$ cat src/rtl/dds_gen.sv
// rtl/dds_gen.sv - parametrised pipelined direct digital synthesiser with load handshake
module dds_gen #(
    parameter int ACC_W  = 32,
    parameter int LUT_AW = 8,
    parameter int OUT_W  = 8
) (
    input  logic              clk,
    input  logic              rst_n,
    input  logic              en,
    input  logic [ACC_W-1:0]  ftw,
    input  logic [ACC_W-1:0]  pofs,
    input  logic [1:0]        mode,
    input  logic [8:0]        amp,
    input  logic              sync_wrap,
    input  logic              ld_valid,
    output logic              ld_ready,
    input  logic              phase_clr,
    output logic [LUT_AW-1:0] lut_addr,
    input  logic [OUT_W-1:0]  lut_data,
    output logic [OUT_W-1:0]  out,
    output logic              out_valid,
    output logic              wrap
);

    typedef enum logic [1:0] {
        MODE_SINE   = 2'd0,
        MODE_SQUARE = 2'd1,
        MODE_SAW    = 2'd2,
        MODE_TRI    = 2'd3
    } mode_t;

    localparam logic [OUT_W-1:0] MID = {1'b1, {(OUT_W-1){1'b0}}};
    localparam int PW = OUT_W + 11;

    logic [ACC_W-1:0] acc;
    logic [ACC_W-1:0] ftw_a, pofs_a, ftw_s, pofs_s;
    mode_t            mode_a, mode_s, m1;
    logic             pending;
    logic [ACC_W-1:0] p1;
    logic [OUT_W-1:0] w2, w2_next, tri_t;
    logic             v1, v2;

    logic [ACC_W:0]   acc_sum;
    logic             carry, accept, commit;

    logic [8:0]            amp_sat;
    logic signed [OUT_W:0] dev;
    logic signed [PW-1:0]  prod, scaled;
    logic [OUT_W-1:0]      out_next;

    assign ld_ready = !pending;
    assign accept   = ld_valid && ld_ready;
    assign acc_sum  = {1'b0, acc} + {1'b0, ftw_a};
    assign carry    = en && acc_sum[ACC_W];
    // A zero word never wraps, so it must release a pending bundle on its own
    assign commit   = pending && (phase_clr || (ftw_a == '0) || carry);

    always_ff @(posedge clk or negedge rst_n) begin
        if (!rst_n) begin
            ftw_a  <= '0;
            pofs_a <= '0;
            mode_a <= MODE_SINE;
        end else if (accept && !sync_wrap) begin
            ftw_a  <= ftw;
            pofs_a <= pofs;
            mode_a <= mode_t'(mode);
        end else if (commit) begin
            ftw_a  <= ftw_s;
            pofs_a <= pofs_s;
            mode_a <= mode_s;
        end
    end

    always_ff @(posedge clk or negedge rst_n) begin
        if (!rst_n) begin
            ftw_s   <= '0;
            pofs_s  <= '0;
            mode_s  <= MODE_SINE;
            pending <= 1'b0;
        end else if (accept && sync_wrap) begin
            ftw_s   <= ftw;
            pofs_s  <= pofs;
            mode_s  <= mode_t'(mode);
            pending <= 1'b1;
        end else if (commit) begin
            pending <= 1'b0;
        end
    end

    always_ff @(posedge clk or negedge rst_n) begin
        if (!rst_n) begin
            acc  <= '0;
            wrap <= 1'b0;
        end else if (phase_clr) begin
            acc  <= '0;
            wrap <= 1'b0;
        end else if (en) begin
            acc  <= acc_sum[ACC_W-1:0];
            wrap <= acc_sum[ACC_W];
        end else begin
            wrap <= 1'b0;
        end
    end

    // Stage 1: offset phase and the mode that travels with it
    always_ff @(posedge clk or negedge rst_n) begin
        if (!rst_n) begin
            p1 <= '0;
            m1 <= MODE_SINE;
            v1 <= 1'b0;
        end else begin
            p1 <= acc + pofs_a;
            m1 <= mode_a;
            v1 <= en;
        end
    end

    assign lut_addr = p1[ACC_W-1 -: LUT_AW];

    always_comb begin
        tri_t   = p1[ACC_W-2 -: OUT_W];
        w2_next = '0;
        case (m1)
            MODE_SINE:   w2_next = lut_data;
            MODE_SQUARE: w2_next = p1[ACC_W-1] ? {OUT_W{1'b1}} : {OUT_W{1'b0}};
            MODE_SAW:    w2_next = p1[ACC_W-1 -: OUT_W];
            MODE_TRI:    w2_next = p1[ACC_W-1] ? ~tri_t : tri_t;
            default:     w2_next = '0;
        endcase
    end

    always_ff @(posedge clk or negedge rst_n) begin
        if (!rst_n) begin
            w2 <= '0;
            v2 <= 1'b0;
        end else begin
            w2 <= w2_next;
            v2 <= v1;
        end
    end

    // Stage 3: scale the deviation from mid-scale; arithmetic shift floors toward -inf
    assign amp_sat  = (amp > 9'd256) ? 9'd256 : amp;
    assign dev      = $signed({1'b0, w2}) - $signed({1'b0, MID});
    assign prod     = PW'(dev) * PW'($signed({1'b0, amp_sat}));
    assign scaled   = prod >>> 8;
    assign out_next = MID + scaled[OUT_W-1:0];

    always_ff @(posedge clk or negedge rst_n) begin
        if (!rst_n) begin
            out       <= '0;
            out_valid <= 1'b0;
        end else begin
            out       <= v2 ? out_next : '0;
            out_valid <= v2;
        end
    end

endmodule

$ cat config.mk
export PLATFORM = sky130hd
export DESIGN_NAME = dds_gen
export DESIGN_NICKNAME = d
export VERILOG_FILES = /design/src/rtl/dds_gen.sv
export SDC_FILE = /design/constraint.sdc
export NUM_CORES = 1
export LEC_CHECK = 0
export ABC_AREA = 1
export BUFFER_PORTS_ARGS = -buffer_cell sky130_fd_sc_hd__clkbuf_2
export CAP_MARGIN = 20
export CORE_AREA = 2 2 181 183
export DETAILED_ROUTE_END_ITERATION = 7
export DIE_AREA = 0 0 183 185
export PLACE_DENSITY = 0.65
export SETUP_SLACK_MARGIN = 0.1
export SLEW_MARGIN = 20
export SYNTH_ARGS = -nofsm -noshare
export SYNTH_HDL_FRONTEND = slang
export SYNTH_SLANG_ARGS = --single-unit
$ cat constraint.sdc
create_clock -name clk -period 5.1 [get_ports clk]
set_clock_uncertainty 0.2 [all_clocks]
set_input_delay 0.255 -clock clk [delete_from_list [all_inputs] [get_ports clk]]
set_output_delay 0.255 -clock clk [all_outputs]
set_load 0.05 [all_outputs]
==> impl_metrics.xml, run 1 <==
<?xml version="1.0" encoding="UTF-8"?>
<metrics>
  <group name="logic_synthesis">
    <metric name="synth.lib_cells_used.distinct" unit="">42</metric>
    <metric name="ys_seq_area_frac" unit="">0.3454</metric>
    <metric name="synth-seq-cells" unit="">196</metric>
    <metric name="synth.cell_area" unit="mm2">0.01420</metric>
    <metric name="synth.net_count" unit="">2198</metric>
    <metric name="synthesis.area_per_instance" unit="um2">7.237</metric>
    <metric name="synthCells" unit="">1962</metric>
    <metric name="synth_warnings" unit="">0</metric>
  </group>
  <group name="pwr">
    <metric name="power_frac_comb" unit="">0.549</metric>
    <metric name="switching_share" unit="">0.4635</metric>
    <metric name="power.share.sequential" unit="">0.286</metric>
    <metric name="irDropWorstVdd" unit="V">0.0003606</metric>
    <metric name="power_leakage" unit="nW">8.923</metric>
    <metric name="pwr-share-clk" unit="">0.166</metric>
    <metric name="cellPowerDensity" unit="mW/mm2">510.1</metric>
    <metric name="internal_power" unit="W">0.004563</metric>
    <metric name="netSwitchingPower" unit="W">0.003942</metric>
  </group>
  <group name="detailed_routing">
    <metric name="postRouteWirelength" unit="um">38630</metric>
    <metric name="vias_cell" unit="">5.133</metric>
    <metric name="number_of_nets_with_antenna_violations_after_routing" unit="">0</metric>
    <metric name="detailroute.via_count" unit="">13130</metric>
    <metric name="drt_iter0_drc" unit="">1064</metric>
    <metric name="per_cell_routed_wire_length" unit="um">15.10</metric>
    <metric name="firstDrtPassIters" unit="">5</metric>
    <metric name="post-route-drc-count" unit="">0</metric>
  </group>
  <group name="sta">
    <metric name="final_period_minus_worst_setup_slack" unit="ps">4755</metric>
    <metric name="rsz0062_at_grt" unit="">no</metric>
    <metric name="transition_at_the_pin_with_the_smallest_max_transition_slack" unit="ps">928.6</metric>
    <metric name="period_share" unit="">0.9324</metric>
    <metric name="finalMaxSlewViolations" unit="">0</metric>
    <metric name="timing.final.hold_violations" unit="">0</metric>
    <metric name="fmax" unit="MHz">210.3</metric>
    <metric name="postLayoutSetupSlackWorst" unit="ps">344.9</metric>
    <metric name="timing.max_slew.rel_slack" unit="">0.3809</metric>
    <metric name="setup-tns-final" unit="ps">0</metric>
    <metric name="count_of_final_setup_violators" unit="">0</metric>
  </group>
  <group name="clock_tree">
    <metric name="tritoncts_clock_tree" unit="">built</metric>
    <metric name="cts_inserted_buffers" unit="">17</metric>
    <metric name="clk_transition_reported_paths" unit="ps">70</metric>
    <metric name="clock-sinks" unit="">196</metric>
    <metric name="clock_path_buffers" unit="">2</metric>
    <metric name="master_cell_of_the_clock_root_buffer" unit="">sky130_fd_sc_hd__clkbuf_16</metric>
    <metric name="htreeDepth" unit="">4</metric>
    <metric name="source_to_sink_clock_delay_at_the_later_pin_of_the_worst_skew_pair" unit="ps">440</metric>
  </group>
  <group name="floorplanning">
    <metric name="initial_utilization" unit="">0.4432</metric>
    <metric name="dieWidth" unit="um">183</metric>
    <metric name="io_pins" unit="">108</metric>
    <metric name="row_count" unit="">66</metric>
    <metric name="chipHeight" unit="um">185</metric>
    <metric name="dieArea" unit="mm2">0.03386</metric>
    <metric name="core" unit="mm2">0.03204</metric>
  </group>
  <group name="worst_setup_path">
    <metric name="critical-path-slowest-cell" unit="">sky130_fd_sc_hd__fa_1</metric>
    <metric name="critPathMaxStageDelay" unit="ps">560</metric>
    <metric name="timing.critical_path.cells" unit="">nor2_2 -&gt; nand2_1 -&gt; fa_1 -&gt; fa_1 -&gt; inv_1 -&gt; fa_1 -&gt; fa_1 -&gt; inv_1 -&gt; fa_1 -&gt; inv_1 -&gt; ha_4 -&gt; nand2_1 -&gt; buf_4 -&gt; nor2_2 -&gt; nand3_1 -&gt; nand2_1 -&gt; nand2_1 -&gt; a21oi_1 -&gt; nor2_1</metric>
    <metric name="cp_max_fo" unit="">4</metric>
    <metric name="worstSetupPathType" unit="">reg2reg</metric>
    <metric name="critPathRequiredTime" unit="ps">5230</metric>
    <metric name="critical_path.reg2reg.endpoint" unit="">out[4]$_DFF_PN0_</metric>
    <metric name="worst_setup_path_startpoint" unit="">w2[7]$_DFF_PN0_</metric>
    <metric name="cell_depth_of_the_worst_flop_to_flop_path" unit="">19</metric>
    <metric name="worst_setup_path_end_kind" unit="">flop</metric>
    <metric name="crit_path_start_kind" unit="">flop</metric>
    <metric name="rrSetupSlack" unit="ps">340</metric>
    <metric name="critical_path.most_common_cell" unit="">sky130_fd_sc_hd__fa_1</metric>
    <metric name="worstReg2RegStart" unit="">w2[7]$_DFF_PN0_</metric>
    <metric name="worst-endpoint-arrival" unit="ps">4880</metric>
  </group>
  <group name="global_routing">
    <metric name="globalRouteOverflowTotal" unit="">0</metric>
    <metric name="first_pass_grt_wire_length" unit="um">63580</metric>
    <metric name="antenna_violations_before_repair" unit="">0</metric>
    <metric name="grt_start_max_net_pins" unit="">122</metric>
    <metric name="grt_pass1_vias" unit="">12610</metric>
    <metric name="grt_util_all_layers" unit="">0.2355</metric>
  </group>
  <group name="layout">
    <metric name="antenna_cells" unit="">0</metric>
    <metric name="layout_commonest_cell" unit="">sky130_fd_sc_hd__nand2_1</metric>
    <metric name="design.final.nets" unit="">2373</metric>
    <metric name="seqCellArea" unit="mm2">0.004905</metric>
    <metric name="area_delta_synth_final" unit="%">17.41</metric>
    <metric name="layout.filler_cells" unit="">3113</metric>
    <metric name="layout.cells.most_common_list" unit="">621 x sky130_fd_sc_hd__nand2_1, 231 x sky130_fd_sc_hd__inv_1, 196 x sky130_fd_sc_hd__dfrtp_1</metric>
    <metric name="area_of_combinational_cells_with_multiple_inputs" unit="mm2">0.008130</metric>
    <metric name="post_route_cells_drive_above_1_share" unit="">0.09674</metric>
  </group>
  <group name="run_status">
    <metric name="status" unit="">finished, final reports clean</metric>
  </group>
  <group name="place">
    <metric name="dpl_worst_slack" unit="ps">-266.5</metric>
    <metric name="routabilityCongestion" unit="">0.9825</metric>
    <metric name="place_hpwl" unit="um">29640</metric>
    <metric name="buffer_ports.inserted" unit="">107</metric>
  </group>
  <group name="hold_path">
    <metric name="hold_path_startpoint" unit="">v1$_DFF_PN0_</metric>
    <metric name="min_delay_endpoint" unit="">v2$_DFF_PN0_</metric>
    <metric name="hold_path_depth" unit="">0</metric>
    <metric name="hold_path.class" unit="">reg2reg</metric>
  </group>
  <group name="run">
    <metric name="timing.max_cap.violations" unit="">0</metric>
  </group>
</metrics>
## cell usage after synthesis
cell | number | share of area
sky130_fd_sc_hd__o21bai_1 | 5 | 0.0026
sky130_fd_sc_hd__nand2_1 | 621 | 0.16
sky130_fd_sc_hd__o21a_1 | 7 | 0.0037
sky130_fd_sc_hd__nor3_1 | 18 | 0.0063
sky130_fd_sc_hd__inv_1 | 233 | 0.062
sky130_fd_sc_hd__xor2_1 | 3 | 0.0019
sky130_fd_sc_hd__buf_4 | 8 | 0.0042
sky130_fd_sc_hd__nand3b_1 | 9 | 0.0048
sky130_fd_sc_hd__ha_1 | 97 | 0.085
sky130_fd_sc_hd__nor2_1 | 173 | 0.046
sky130_fd_sc_hd__buf_2 | 9 | 0.0032
sky130_fd_sc_hd__a31oi_1 | 1 | 0.00044
sky130_fd_sc_hd__nand2_4 | 2 | 0.0016
sky130_fd_sc_hd__o21ai_0 | 191 | 0.067
sky130_fd_sc_hd__a32o_1 | 2 | 0.0014
sky130_fd_sc_hd__nand4_1 | 13 | 0.0057
sky130_fd_sc_hd__a311oi_1 | 7 | 0.0043
sky130_fd_sc_hd__o2111ai_1 | 1 | 0.00062
sky130_fd_sc_hd__o211ai_1 | 2 | 0.0011
sky130_fd_sc_hd__or2_0 | 1 | 0.00044
sky130_fd_sc_hd__fa_1 | 50 | 0.070
sky130_fd_sc_hd__o21ai_2 | 1 | 0.00062
sky130_fd_sc_hd__a21o_1 | 8 | 0.0042
sky130_fd_sc_hd__inv_2 | 3 | 0.00079
sky130_fd_sc_hd__and2_1 | 1 | 0.00044
sky130_fd_sc_hd__xnor2_1 | 12 | 0.0074
sky130_fd_sc_hd__clkbuf_1 | 45 | 0.012
sky130_fd_sc_hd__buf_1 | 1 | 0.00026
sky130_fd_sc_hd__a21boi_0 | 2 | 0.0011
sky130_fd_sc_hd__o31ai_1 | 1 | 0.00053
sky130_fd_sc_hd__a211oi_1 | 3 | 0.0016
sky130_fd_sc_hd__nand3b_2 | 1 | 0.00079
sky130_fd_sc_hd__or2_2 | 6 | 0.0026
sky130_fd_sc_hd__dfrtp_1 | 196 | 0.35
sky130_fd_sc_hd__clkinv_1 | 1 | 0.00026
sky130_fd_sc_hd__nand2_2 | 4 | 0.0018
sky130_fd_sc_hd__nand3_1 | 115 | 0.041
sky130_fd_sc_hd__nor3b_1 | 1 | 0.00053
sky130_fd_sc_hd__buf_6 | 6 | 0.0048
sky130_fd_sc_hd__a22o_1 | 2 | 0.0012
sky130_fd_sc_hd__nor4_1 | 11 | 0.0048
sky130_fd_sc_hd__a21oi_1 | 89 | 0.031
## logic make-up after synthesis
logic type               share of synthesized area
flip-flops                                  0.3454
AND/OR/NAND/NOR                             0.2803
AO/OA/AOI/OAI                               0.1221
buffers and inverters                      0.08697
XOR/XNOR                                  0.009252
adder cells (fa/ha/maj)                     0.1560
## layout make-up
cell class / count / share of cell area
multi-input cells: 1460 / 0.4877
well taps: 408 / 0.03062
flip-flops and latches: 196 / 0.2942
clock inverters: 13 / 0.009531
inverters: 237 / 0.05336
clock buffers: 19 / 0.02657
repair buffers: 225 / 0.09809
## critical path: cells and delay by family, from the launching register on
kind	cells	cell delay, ps
buf+inv	4	310
fa+ha+maj	6	2830
simple gates	8	730
flops	1	430
compound gates	1	130
## state kept, by name, indices dropped and copies added, names as in the netlist
register,cells
w2,8
pofs_s,32
pending,1
mode_s,2
ftw_s,32
out,8
m1,2
mode_a,2
v1,1
out_valid,1
p1,9
v2,1
acc,32
wrap,1
pofs_a,32
ftw_a,32
## worst max-delay path by stage
stage,end,slack (ps),depth (start not counted)
floorplan,out[6]$_DFF_PN0_,100,22
global placement,out[7]$_DFF_PN0_,-90,24
detailed placement,out[6]$_DFF_PN0_,-270,23
CTS,out[6]$_DFF_PN0_,140,18
global route,out[4]$_DFF_PN0_,40,26
finish,out[4]$_DFF_PN0_,340,19
## through the flow
stage | hold WS, ps | instance area (um2) | power [W] | util | cells
after global routing | 169.3 | 16670 | 0.009339 | 0.5203 | 2558
after detailed placement | 140.3 | 15260 | 0.006961 | 0.4761 | 2448
final | 153.4 | 16670 | 0.008505 | 0.5203 | 2558
after global placement | 137.7 | 15260 | 0.006874 | 0.4761 | 2448
after CTS | 156.0 | 16630 | 0.008457 | 0.5190 | 2557
after floorplan | -240.6 | 14210 | 0.005680 | - | 1962
## metal layers
layer	global-route usage	wire, um	part of all wire
met1	0.3273	17960	0.46
met2	0.3855	17760	0.46
met4	0.07840	1067	0.028
met3	0.02517	1835	0.048
met5	0	0	0
## timing repair
item | in CTS | in global routing
setup buffers | 0 | 1
hold endpoints to repair | 231 | 0
setup endpoints to repair | 0 | 6
hold buffers | 77 | 0
resized for setup | 0 | 9
## power groups by stage
stage | Sequential, W | Combinational, W | Clock (W)
final | 0.00243 | 0.00467 | 0.00141
after global routing | 0.00247 | 0.00537 | 0.00150
after CTS | 0.00243 | 0.00459 | 0.00144
after detailed placement | 0.00246 | 0.00450 | 0
after global placement | 0.00245 | 0.00443 | 0
after floorplan | 0.00232 | 0.00336 | 0
Power figures use the tool's default switching activity.
==> inputs of run 2 (changes only) <==
--- a/config.mk
+++ b/config.mk
@@ -7,11 +7,12 @@
 export LEC_CHECK = 0
 export ABC_AREA = 1
 export BUFFER_PORTS_ARGS = -buffer_cell sky130_fd_sc_hd__clkbuf_2
-export CAP_MARGIN = 20
-export CORE_AREA = 2 2 181 183
+export CAP_MARGIN = 10
+export CORE_AREA = 2 2 129 257
 export DETAILED_ROUTE_END_ITERATION = 7
-export DIE_AREA = 0 0 183 185
+export DIE_AREA = 0 0 131 259
 export PLACE_DENSITY = 0.65
+export RECOVER_POWER = 100
 export SETUP_SLACK_MARGIN = 0.1
 export SLEW_MARGIN = 20
 export SYNTH_ARGS = -nofsm -noshare
==> run 2 against run 1 <==
Compared with the run above:
- via count rose by 1.1%
- clock power barely moved
- register-to-register slack got worse by 30 ps
- hold slack better by 14 ps
- global-route usage rose by 2.9 points
- die area grew 0.22%
- core utilization about the same
- highest routed layer unchanged
- first-iteration DRC count fell by 36%
- the flow now finishes with violations (max-capacitance violations, max-slew violations)
- largest power group unchanged
- worst setup slack lost 27 ps
- combinational power grew 4.5%
==> impl_metrics.xml, run 2 (synthesis results as in run 1) <==
<?xml version="1.0" encoding="UTF-8"?>
<metrics>
  <group name="run_status">
    <metric name="status" unit="">finished with violations</metric>
    <metric name="violations_in_the_final_reports" unit="">max-capacitance violations, max-slew violations</metric>
  </group>
  <group name="sta">
    <metric name="period_share" unit="">0.9377</metric>
    <metric name="setup-tns-final" unit="ps">0</metric>
    <metric name="fmax" unit="MHz">209.1</metric>
    <metric name="timing.final.hold_violations" unit="">0</metric>
    <metric name="transition_at_the_pin_with_the_smallest_max_transition_slack" unit="ps">2624</metric>
    <metric name="finalMaxSlewViolations" unit="">239</metric>
    <metric name="count_of_final_setup_violators" unit="">0</metric>
    <metric name="timing.max_slew.rel_slack" unit="">-0.7495</metric>
    <metric name="rsz0062_at_grt" unit="">no</metric>
    <metric name="final_period_minus_worst_setup_slack" unit="ps">4782</metric>
  </group>
  <group name="worst_setup_path">
    <metric name="worst-endpoint-arrival" unit="ps">4940</metric>
    <metric name="cp_max_fo" unit="">4</metric>
    <metric name="critPathRequiredTime" unit="ps">5260</metric>
    <metric name="worstSetupPathType" unit="">reg2reg</metric>
    <metric name="worst_setup_path_end_kind" unit="">flop</metric>
    <metric name="critPathMaxStageDelay" unit="ps">560</metric>
    <metric name="timing.critical_path.cells" unit="">nor2_1 -&gt; nand2_1 -&gt; fa_1 -&gt; fa_1 -&gt; inv_1 -&gt; fa_1 -&gt; fa_1 -&gt; inv_1 -&gt; fa_1 -&gt; inv_2 -&gt; ha_4 -&gt; a21oi_2 -&gt; nor2_1 -&gt; a211oi_1 -&gt; nand2_1 -&gt; nand2_1 -&gt; nand3_1 -&gt; nand2_1 -&gt; nor2_1</metric>
    <metric name="path_delay_family" unit="">adder cells</metric>
    <metric name="crit_path_start_kind" unit="">flop</metric>
    <metric name="buffers_inverters_on_critical_path" unit="">3</metric>
    <metric name="critical_path.most_common_cell" unit="">sky130_fd_sc_hd__fa_1</metric>
    <metric name="critical-path-slowest-cell" unit="">sky130_fd_sc_hd__fa_1</metric>
  </group>
  <group name="detailed_routing">
    <metric name="detailroute.via_count" unit="">13270</metric>
    <metric name="vias_cell" unit="">5.145</metric>
    <metric name="per_cell_routed_wire_length" unit="um">16.63</metric>
    <metric name="postRouteWirelength" unit="um">42890</metric>
    <metric name="drt_iter0_drc" unit="">679</metric>
    <metric name="post-route-drc-count" unit="">0</metric>
    <metric name="firstDrtPassIters" unit="">5</metric>
    <metric name="number_of_nets_with_antenna_violations_after_routing" unit="">0</metric>
  </group>
  <group name="pwr">
    <metric name="netSwitchingPower" unit="W">0.004105</metric>
    <metric name="internal_power" unit="W">0.004630</metric>
    <metric name="power_leakage" unit="nW">8.837</metric>
    <metric name="switching_share" unit="">0.4700</metric>
    <metric name="power_frac_comb" unit="">0.559</metric>
    <metric name="power.share.sequential" unit="">0.280</metric>
    <metric name="pwr-share-clk" unit="">0.161</metric>
    <metric name="irDropWorstVdd" unit="V">0.0003393</metric>
    <metric name="cellPowerDensity" unit="mW/mm2">524.7</metric>
  </group>
  <group name="place">
    <metric name="buffer_ports.inserted" unit="">107</metric>
    <metric name="place_inst" unit="">2469</metric>
    <metric name="place_hpwl" unit="um">33390</metric>
    <metric name="routabilityCongestion" unit="">0.9690</metric>
    <metric name="area_after_detailed_placement" unit="mm2">0.01529</metric>
  </group>
  <group name="global_routing">
    <metric name="grt_start_max_net_pins" unit="">134</metric>
    <metric name="gr-max-usage-layer" unit="">met2</metric>
    <metric name="globalRouteMet1Util" unit="">0.2723</metric>
    <metric name="globalRouteOverflowTotal" unit="">0</metric>
    <metric name="grt_util_all_layers" unit="">0.2642</metric>
    <metric name="use_met2" unit="">0.4799</metric>
    <metric name="first_pass_grt_wire_length" unit="um">68650</metric>
    <metric name="global_route.usage.met3" unit="">0.02700</metric>
    <metric name="grt_pass1_vias" unit="">13510</metric>
    <metric name="antenna_violations_before_repair" unit="">0</metric>
  </group>
  <group name="clock_tree">
    <metric name="cts_inserted_buffers" unit="">17</metric>
    <metric name="clk_transition_reported_paths" unit="ps">80</metric>
    <metric name="tritoncts_clock_tree" unit="">built</metric>
    <metric name="source_to_sink_clock_delay_at_the_later_pin_of_the_worst_skew_pair" unit="ps">470</metric>
    <metric name="master_cell_of_the_clock_root_buffer" unit="">sky130_fd_sc_hd__clkbuf_16</metric>
    <metric name="htreeDepth" unit="">4</metric>
    <metric name="clock-sinks" unit="">196</metric>
    <metric name="clock_path_buffers" unit="">2</metric>
  </group>
  <group name="layout">
    <metric name="antenna_cells" unit="">0</metric>
    <metric name="stdcell_area" unit="mm2">0.01665</metric>
    <metric name="area_of_combinational_cells_with_multiple_inputs" unit="mm2">0.008119</metric>
    <metric name="layout_commonest_cell" unit="">sky130_fd_sc_hd__nand2_1</metric>
    <metric name="layout.filler_cells" unit="">3138</metric>
    <metric name="seqCellArea" unit="mm2">0.004906</metric>
    <metric name="layout.cells.most_common_list" unit="">625 x sky130_fd_sc_hd__nand2_1, 231 x sky130_fd_sc_hd__inv_1, 195 x sky130_fd_sc_hd__dfrtp_1</metric>
    <metric name="post_layout_nonfiller_instances" unit="">2579</metric>
    <metric name="area_delta_synth_final" unit="%">17.23</metric>
    <metric name="design.final.nets" unit="">2376</metric>
    <metric name="post_route_cells_drive_above_1_share" unit="">0.08690</metric>
  </group>
  <group name="floorplanning">
    <metric name="initial_utilization" unit="">0.4438</metric>
    <metric name="dieArea" unit="mm2">0.03393</metric>
    <metric name="io_pins" unit="">108</metric>
    <metric name="row_count" unit="">93</metric>
    <metric name="dieWidth" unit="um">131</metric>
    <metric name="core" unit="mm2">0.03200</metric>
    <metric name="chipHeight" unit="um">259</metric>
  </group>
  <group name="hold_path">
    <metric name="hold_path.class" unit="">reg2reg</metric>
  </group>
  <group name="run">
    <metric name="timing.max_cap.violations" unit="">2</metric>
  </group>
</metrics>
## run 2: area by class of cell
cell class                 count  area share
multi-input combinational   1460      0.4877
sequential                   196      0.2947
timing repair buffer         228     0.09629
inverter                     237     0.05344
tap                          427     0.03210
clock buffer                  20     0.02683
clock inverter                11    0.008870
## run 2: power groups by stage
| stage | clock network (W) | logic (W) | registers (W) |
|---|---|---|---|
| after CTS | 0.00144 | 0.00483 | 0.00245 |
| after detailed placement | 0 | 0.00475 | 0.00248 |
| final | 0.00141 | 0.00488 | 0.00244 |
| after floorplan | 0 | 0.00336 | 0.00232 |
| after global routing | 0.00149 | 0.00559 | 0.00248 |
| after global placement | 0 | 0.00468 | 0.00247 |
## run 2: per-stage QoR
step / util / total power, W / setup slack, ps / hold slack [ps]
final: 0.5202 / 0.008734 / 317.6 / 167.0
after global routing: 0.5202 / 0.009558 / 41.85 / 175.5
after CTS: 0.5206 / 0.008720 / 104.7 / 167.0
after detailed placement: 0.4780 / 0.007232 / -257.8 / 149.1
after global placement: 0.4780 / 0.007155 / -145.8 / 137.5
after floorplan: - / 0.005680 / 103.9 / -240.6
## run 2: path summary, 6_finish.rpt
path,slack (ps),cells past startpoint,end,from
setup / recovery,320,19,out[7]$_DFF_PN0_,w2[7]$_DFF_PN0_
hold / removal,170,0,v2$_DFF_PN0_,v1$_DFF_PN0_
setup reg to reg,320,19,out[7]$_DFF_PN0_,w2[7]$_DFF_PN0_
hold reg to reg,170,0,v2$_DFF_PN0_,v1$_DFF_PN0_
max in group asynchronous,1090,3,w2[1]$_DFF_PN0_,rst_n
min in group asynchronous,960,2,ftw_s[9]$_DFFE_PN0P_,rst_n
## run 2: repair_timing
action                     4_1_cts  5_1_grt
setup endpoints to repair        0        7
gates resized for setup          0       16
hold buffers                    77        0
hold endpoints to repair       239        0
setup buffers                    0        2
## run 2: per-layer routing
layer	share of wire	wire (um)	up-vias
met1	0.36	15400	6183
met3	0.023	971	132
met2	0.54	22970	314
met4	0.083	3556	0
li1	-	-	6641
met5	0	0	-
==> inputs of run 3 (changes only) <==
--- a/config.mk
+++ b/config.mk
@@ -9,6 +9,7 @@
 export BUFFER_PORTS_ARGS = -buffer_cell sky130_fd_sc_hd__clkbuf_2
 export CAP_MARGIN = 10
 export CORE_AREA = 2 2 129 257
+export CTS_CLUSTER_SIZE = 25
 export DETAILED_ROUTE_END_ITERATION = 7
 export DIE_AREA = 0 0 131 259
 export PLACE_DENSITY = 0.65
==> constraint.sdc (replaced) <==
create_clock -name clk -period 5.1 [get_ports clk]
set_clock_uncertainty 0.2 [all_clocks]
set_input_delay 0.255 -clock clk [delete_from_list [all_inputs] [get_ports clk]]
set_output_delay 0.255 -clock clk [all_outputs]
set_load 0.005 [all_outputs]
==> run 3 against run 2 <==
Compared with the run above:
- the flow still finishes with violations (max-capacitance violations, max-slew violations)
- core utilization barely moved
- first-iteration DRC count did not move
- total power fell by 2.2%
- worst setup slack barely moved
- sequential share of layout area barely moved
- wire length barely moved
- critical path type unchanged
- largest power group unchanged
- clock power barely moved
- via count barely moved
- flip-flop and latch count did not move
==> impl_metrics.xml, run 3 (synthesis results as in run 1) <==
<?xml version="1.0" encoding="UTF-8"?>
<metrics>
  <group name="global_routing">
    <metric name="grt_util_all_layers" unit="">0.2642</metric>
    <metric name="antenna_violations_before_repair" unit="">0</metric>
    <metric name="first_pass_grt_wire_length" unit="um">68650</metric>
    <metric name="globalRouteOverflowTotal" unit="">0</metric>
    <metric name="grt_pass1_vias" unit="">13510</metric>
    <metric name="grt_start_max_net_pins" unit="">134</metric>
  </group>
  <group name="pwr">
    <metric name="cellPowerDensity" unit="mW/mm2">513.0</metric>
    <metric name="power" unit="W">0.008541</metric>
    <metric name="power_leakage" unit="nW">8.847</metric>
    <metric name="irDropWorstVdd" unit="V">0.0003393</metric>
  </group>
  <group name="worst_setup_path">
    <metric name="rrSetupSlack" unit="ps">320</metric>
    <metric name="buffers_inverters_on_critical_path" unit="">3</metric>
    <metric name="cp_max_fo" unit="">4</metric>
    <metric name="worstReg2RegStart" unit="">w2[7]$_DFF_PN0_</metric>
    <metric name="timing.critical_path.cells" unit="">nor2_1 -&gt; nand2_1 -&gt; fa_1 -&gt; fa_1 -&gt; inv_1 -&gt; fa_1 -&gt; fa_1 -&gt; inv_1 -&gt; fa_1 -&gt; inv_2 -&gt; ha_4 -&gt; a21oi_2 -&gt; nor2_1 -&gt; a211oi_1 -&gt; nand2_1 -&gt; nand2_1 -&gt; nand3_1 -&gt; nand2_1 -&gt; nor2_1</metric>
    <metric name="cell_depth_of_the_worst_flop_to_flop_path" unit="">19</metric>
    <metric name="critical-path-slowest-cell" unit="">sky130_fd_sc_hd__fa_1</metric>
    <metric name="critPathRequiredTime" unit="ps">5260</metric>
    <metric name="path_delay_family" unit="">adder cells</metric>
    <metric name="worstSetupPathType" unit="">reg2reg</metric>
    <metric name="worst_setup_path_end_kind" unit="">flop</metric>
    <metric name="critical_path.reg2reg.endpoint" unit="">out[7]$_DFF_PN0_</metric>
    <metric name="critical_path.most_common_cell" unit="">sky130_fd_sc_hd__fa_1</metric>
    <metric name="critPathMaxStageDelay" unit="ps">560</metric>
    <metric name="crit_path_start_kind" unit="">flop</metric>
    <metric name="worst-endpoint-arrival" unit="ps">4940</metric>
  </group>
  <group name="clock_tree">
    <metric name="tritoncts_clock_tree" unit="">built</metric>
    <metric name="clk_transition_reported_paths" unit="ps">80</metric>
    <metric name="source_to_sink_clock_delay_at_the_later_pin_of_the_worst_skew_pair" unit="ps">460</metric>
    <metric name="clock-sinks" unit="">196</metric>
    <metric name="master_cell_of_the_clock_root_buffer" unit="">sky130_fd_sc_hd__clkbuf_16</metric>
    <metric name="htreeDepth" unit="">4</metric>
    <metric name="clock_path_buffers" unit="">2</metric>
    <metric name="cts_inserted_buffers" unit="">17</metric>
  </group>
  <group name="floorplanning">
    <metric name="core" unit="mm2">0.03200</metric>
    <metric name="io_pins" unit="">108</metric>
    <metric name="initial_utilization" unit="">0.4438</metric>
    <metric name="dieArea" unit="mm2">0.03393</metric>
    <metric name="chipHeight" unit="um">259</metric>
    <metric name="dieWidth" unit="um">131</metric>
    <metric name="row_count" unit="">93</metric>
  </group>
  <group name="hold_path">
    <metric name="hold_path_startpoint" unit="">v1$_DFF_PN0_</metric>
    <metric name="min_delay_endpoint" unit="">v2$_DFF_PN0_</metric>
    <metric name="hold_path_depth" unit="">0</metric>
    <metric name="hold_path.class" unit="">reg2reg</metric>
  </group>
  <group name="detailed_routing">
    <metric name="per_cell_routed_wire_length" unit="um">16.64</metric>
    <metric name="drt_iter0_drc" unit="">679</metric>
    <metric name="vias_cell" unit="">5.145</metric>
    <metric name="firstDrtPassIters" unit="">5</metric>
    <metric name="routed.top_layer" unit="">met4</metric>
    <metric name="detailroute.via_count" unit="">13270</metric>
    <metric name="postRouteWirelength" unit="um">42910</metric>
    <metric name="m1_wire_length" unit="um">15420</metric>
    <metric name="met2_length" unit="um">22960</metric>
    <metric name="post-route-drc-count" unit="">0</metric>
    <metric name="number_of_nets_with_antenna_violations_after_routing" unit="">0</metric>
    <metric name="routed-wl-met3" unit="um">966</metric>
  </group>
  <group name="layout">
    <metric name="finish.utilization" unit="">0.5203</metric>
    <metric name="layout.filler_cells" unit="">3135</metric>
    <metric name="area_delta_synth_final" unit="%">17.25</metric>
    <metric name="layout_commonest_cell" unit="">sky130_fd_sc_hd__nand2_1</metric>
    <metric name="post_route_cells_drive_above_1_share" unit="">0.08829</metric>
    <metric name="antenna_cells" unit="">0</metric>
    <metric name="design.final.nets" unit="">2376</metric>
    <metric name="layout.cells.most_common_list" unit="">625 x sky130_fd_sc_hd__nand2_1, 231 x sky130_fd_sc_hd__inv_1, 195 x sky130_fd_sc_hd__dfrtp_1</metric>
  </group>
  <group name="sta">
    <metric name="postLayoutSetupSlackWorst" unit="ps">317.6</metric>
    <metric name="fmax" unit="MHz">209.1</metric>
    <metric name="count_of_final_setup_violators" unit="">0</metric>
    <metric name="timing.final.hold_violations" unit="">0</metric>
    <metric name="transition_at_the_pin_with_the_smallest_max_transition_slack" unit="ps">2627</metric>
    <metric name="final_period_minus_worst_setup_slack" unit="ps">4782</metric>
    <metric name="rsz0062_at_grt" unit="">no</metric>
    <metric name="finalMaxSlewViolations" unit="">239</metric>
    <metric name="period_share" unit="">0.9377</metric>
    <metric name="timing.max_slew.rel_slack" unit="">-0.7511</metric>
  </group>
  <group name="run_status">
    <metric name="violations_in_the_final_reports" unit="">max-capacitance violations, max-slew violations</metric>
    <metric name="status" unit="">finished with violations</metric>
  </group>
  <group name="place">
    <metric name="dpl_worst_slack" unit="ps">-257.8</metric>
    <metric name="routabilityCongestion" unit="">0.9690</metric>
    <metric name="buffer_ports.inserted" unit="">107</metric>
    <metric name="place_hpwl" unit="um">33390</metric>
  </group>
  <group name="run">
    <metric name="timing.max_cap.violations" unit="">2</metric>
  </group>
</metrics>
[run 3: changes by cell type in the layout (fill, tap and decap cells not counted)]
cell	previous run	this run
sky130_fd_sc_hd__clkbuf_2	89	92
sky130_fd_sc_hd__clkbuf_1	23	20
[run 3: layout make-up]
type                       count  area, um2  share of cell area
multi-input combinational   1460       8119              0.4876
sequential                   196       4906              0.2947
timing repair buffer         228       1607             0.09649
inverter                     237      889.6             0.05343
tap                          427      534.3             0.03209
clock buffer                  20      446.7             0.02683
clock inverter                11      147.6            0.008868
[run 3: worst max-delay path by stage]
| stage | cells past startpoint | end | start | slack, ps |
|---|---|---|---|---|
| after floorplan | 22 | out[6]$_DFF_PN0_ | amp[4] | 100 |
| after global placement | 24 | out[4]$_DFF_PN0_ | amp[4] | -150 |
| after detailed placement | 24 | out[6]$_DFF_PN0_ | amp[0] | -260 |
| after CTS | 17 | out[6]$_DFF_PN0_ | w2[1]$_DFF_PN0_ | 100 |
| after global routing | 25 | out[4]$_DFF_PN0_ | amp[0] | 40 |
| final | 19 | out[7]$_DFF_PN0_ | w2[7]$_DFF_PN0_ | 320 |
[run 3: what timing repair did]
item,in CTS,in global routing
setup buffers,0,2
endpoints found under the setup margin,0,7
hold buffers,77,0
gates resized for setup,0,16
hold endpoints to repair,239,0
[run 3: through the flow]
step / TNS (ps) / area, um2 / instances / hold WS (ps)
after global routing: 0 / 16650 / 2579 / 175.5
after CTS: 0 / 16660 / 2577 / 167.0
after floorplan: 0 / 14210 / 1962 / -240.6
after detailed placement: -1168 / 15290 / 2469 / 149.1
final: 0 / 16650 / 2579 / 167.0
after global placement: -630.2 / 15290 / 2469 / 137.5
[run 3: worst register-to-register path, stage by stage, from the launching register on]
cell and delay, ps:
sky130_fd_sc_hd__dfrtp_1 420, sky130_fd_sc_hd__nor2_1 200, sky130_fd_sc_hd__nand2_1 100, sky130_fd_sc_hd__fa_1 490
sky130_fd_sc_hd__fa_1 550, sky130_fd_sc_hd__inv_1 50, sky130_fd_sc_hd__fa_1 510, sky130_fd_sc_hd__fa_1 560
sky130_fd_sc_hd__inv_1 50, sky130_fd_sc_hd__fa_1 520, sky130_fd_sc_hd__inv_2 50, sky130_fd_sc_hd__ha_4 250
sky130_fd_sc_hd__a21oi_2 120, sky130_fd_sc_hd__nor2_1 50, sky130_fd_sc_hd__a211oi_1 170, sky130_fd_sc_hd__nand2_1 130
sky130_fd_sc_hd__nand2_1 100, sky130_fd_sc_hd__nand3_1 70, sky130_fd_sc_hd__nand2_1 70, sky130_fd_sc_hd__nor2_1 40
[run 3: power breakdown]
part           switching, W  internal [W]  leakage [nW]
Clock              0.000662      0.000747         0.280
Sequential         0.000460       0.00198          2.49
Combinational       0.00279       0.00190          6.07
[run 3: metal layers]
metal / vias up / GRT usage
li1: 6641 / -
met5: - / 0
met1: 6179 / 0.2723
met2: 316 / 0.4799
met4: 0 / 0.1953
met3: 132 / 0.02700
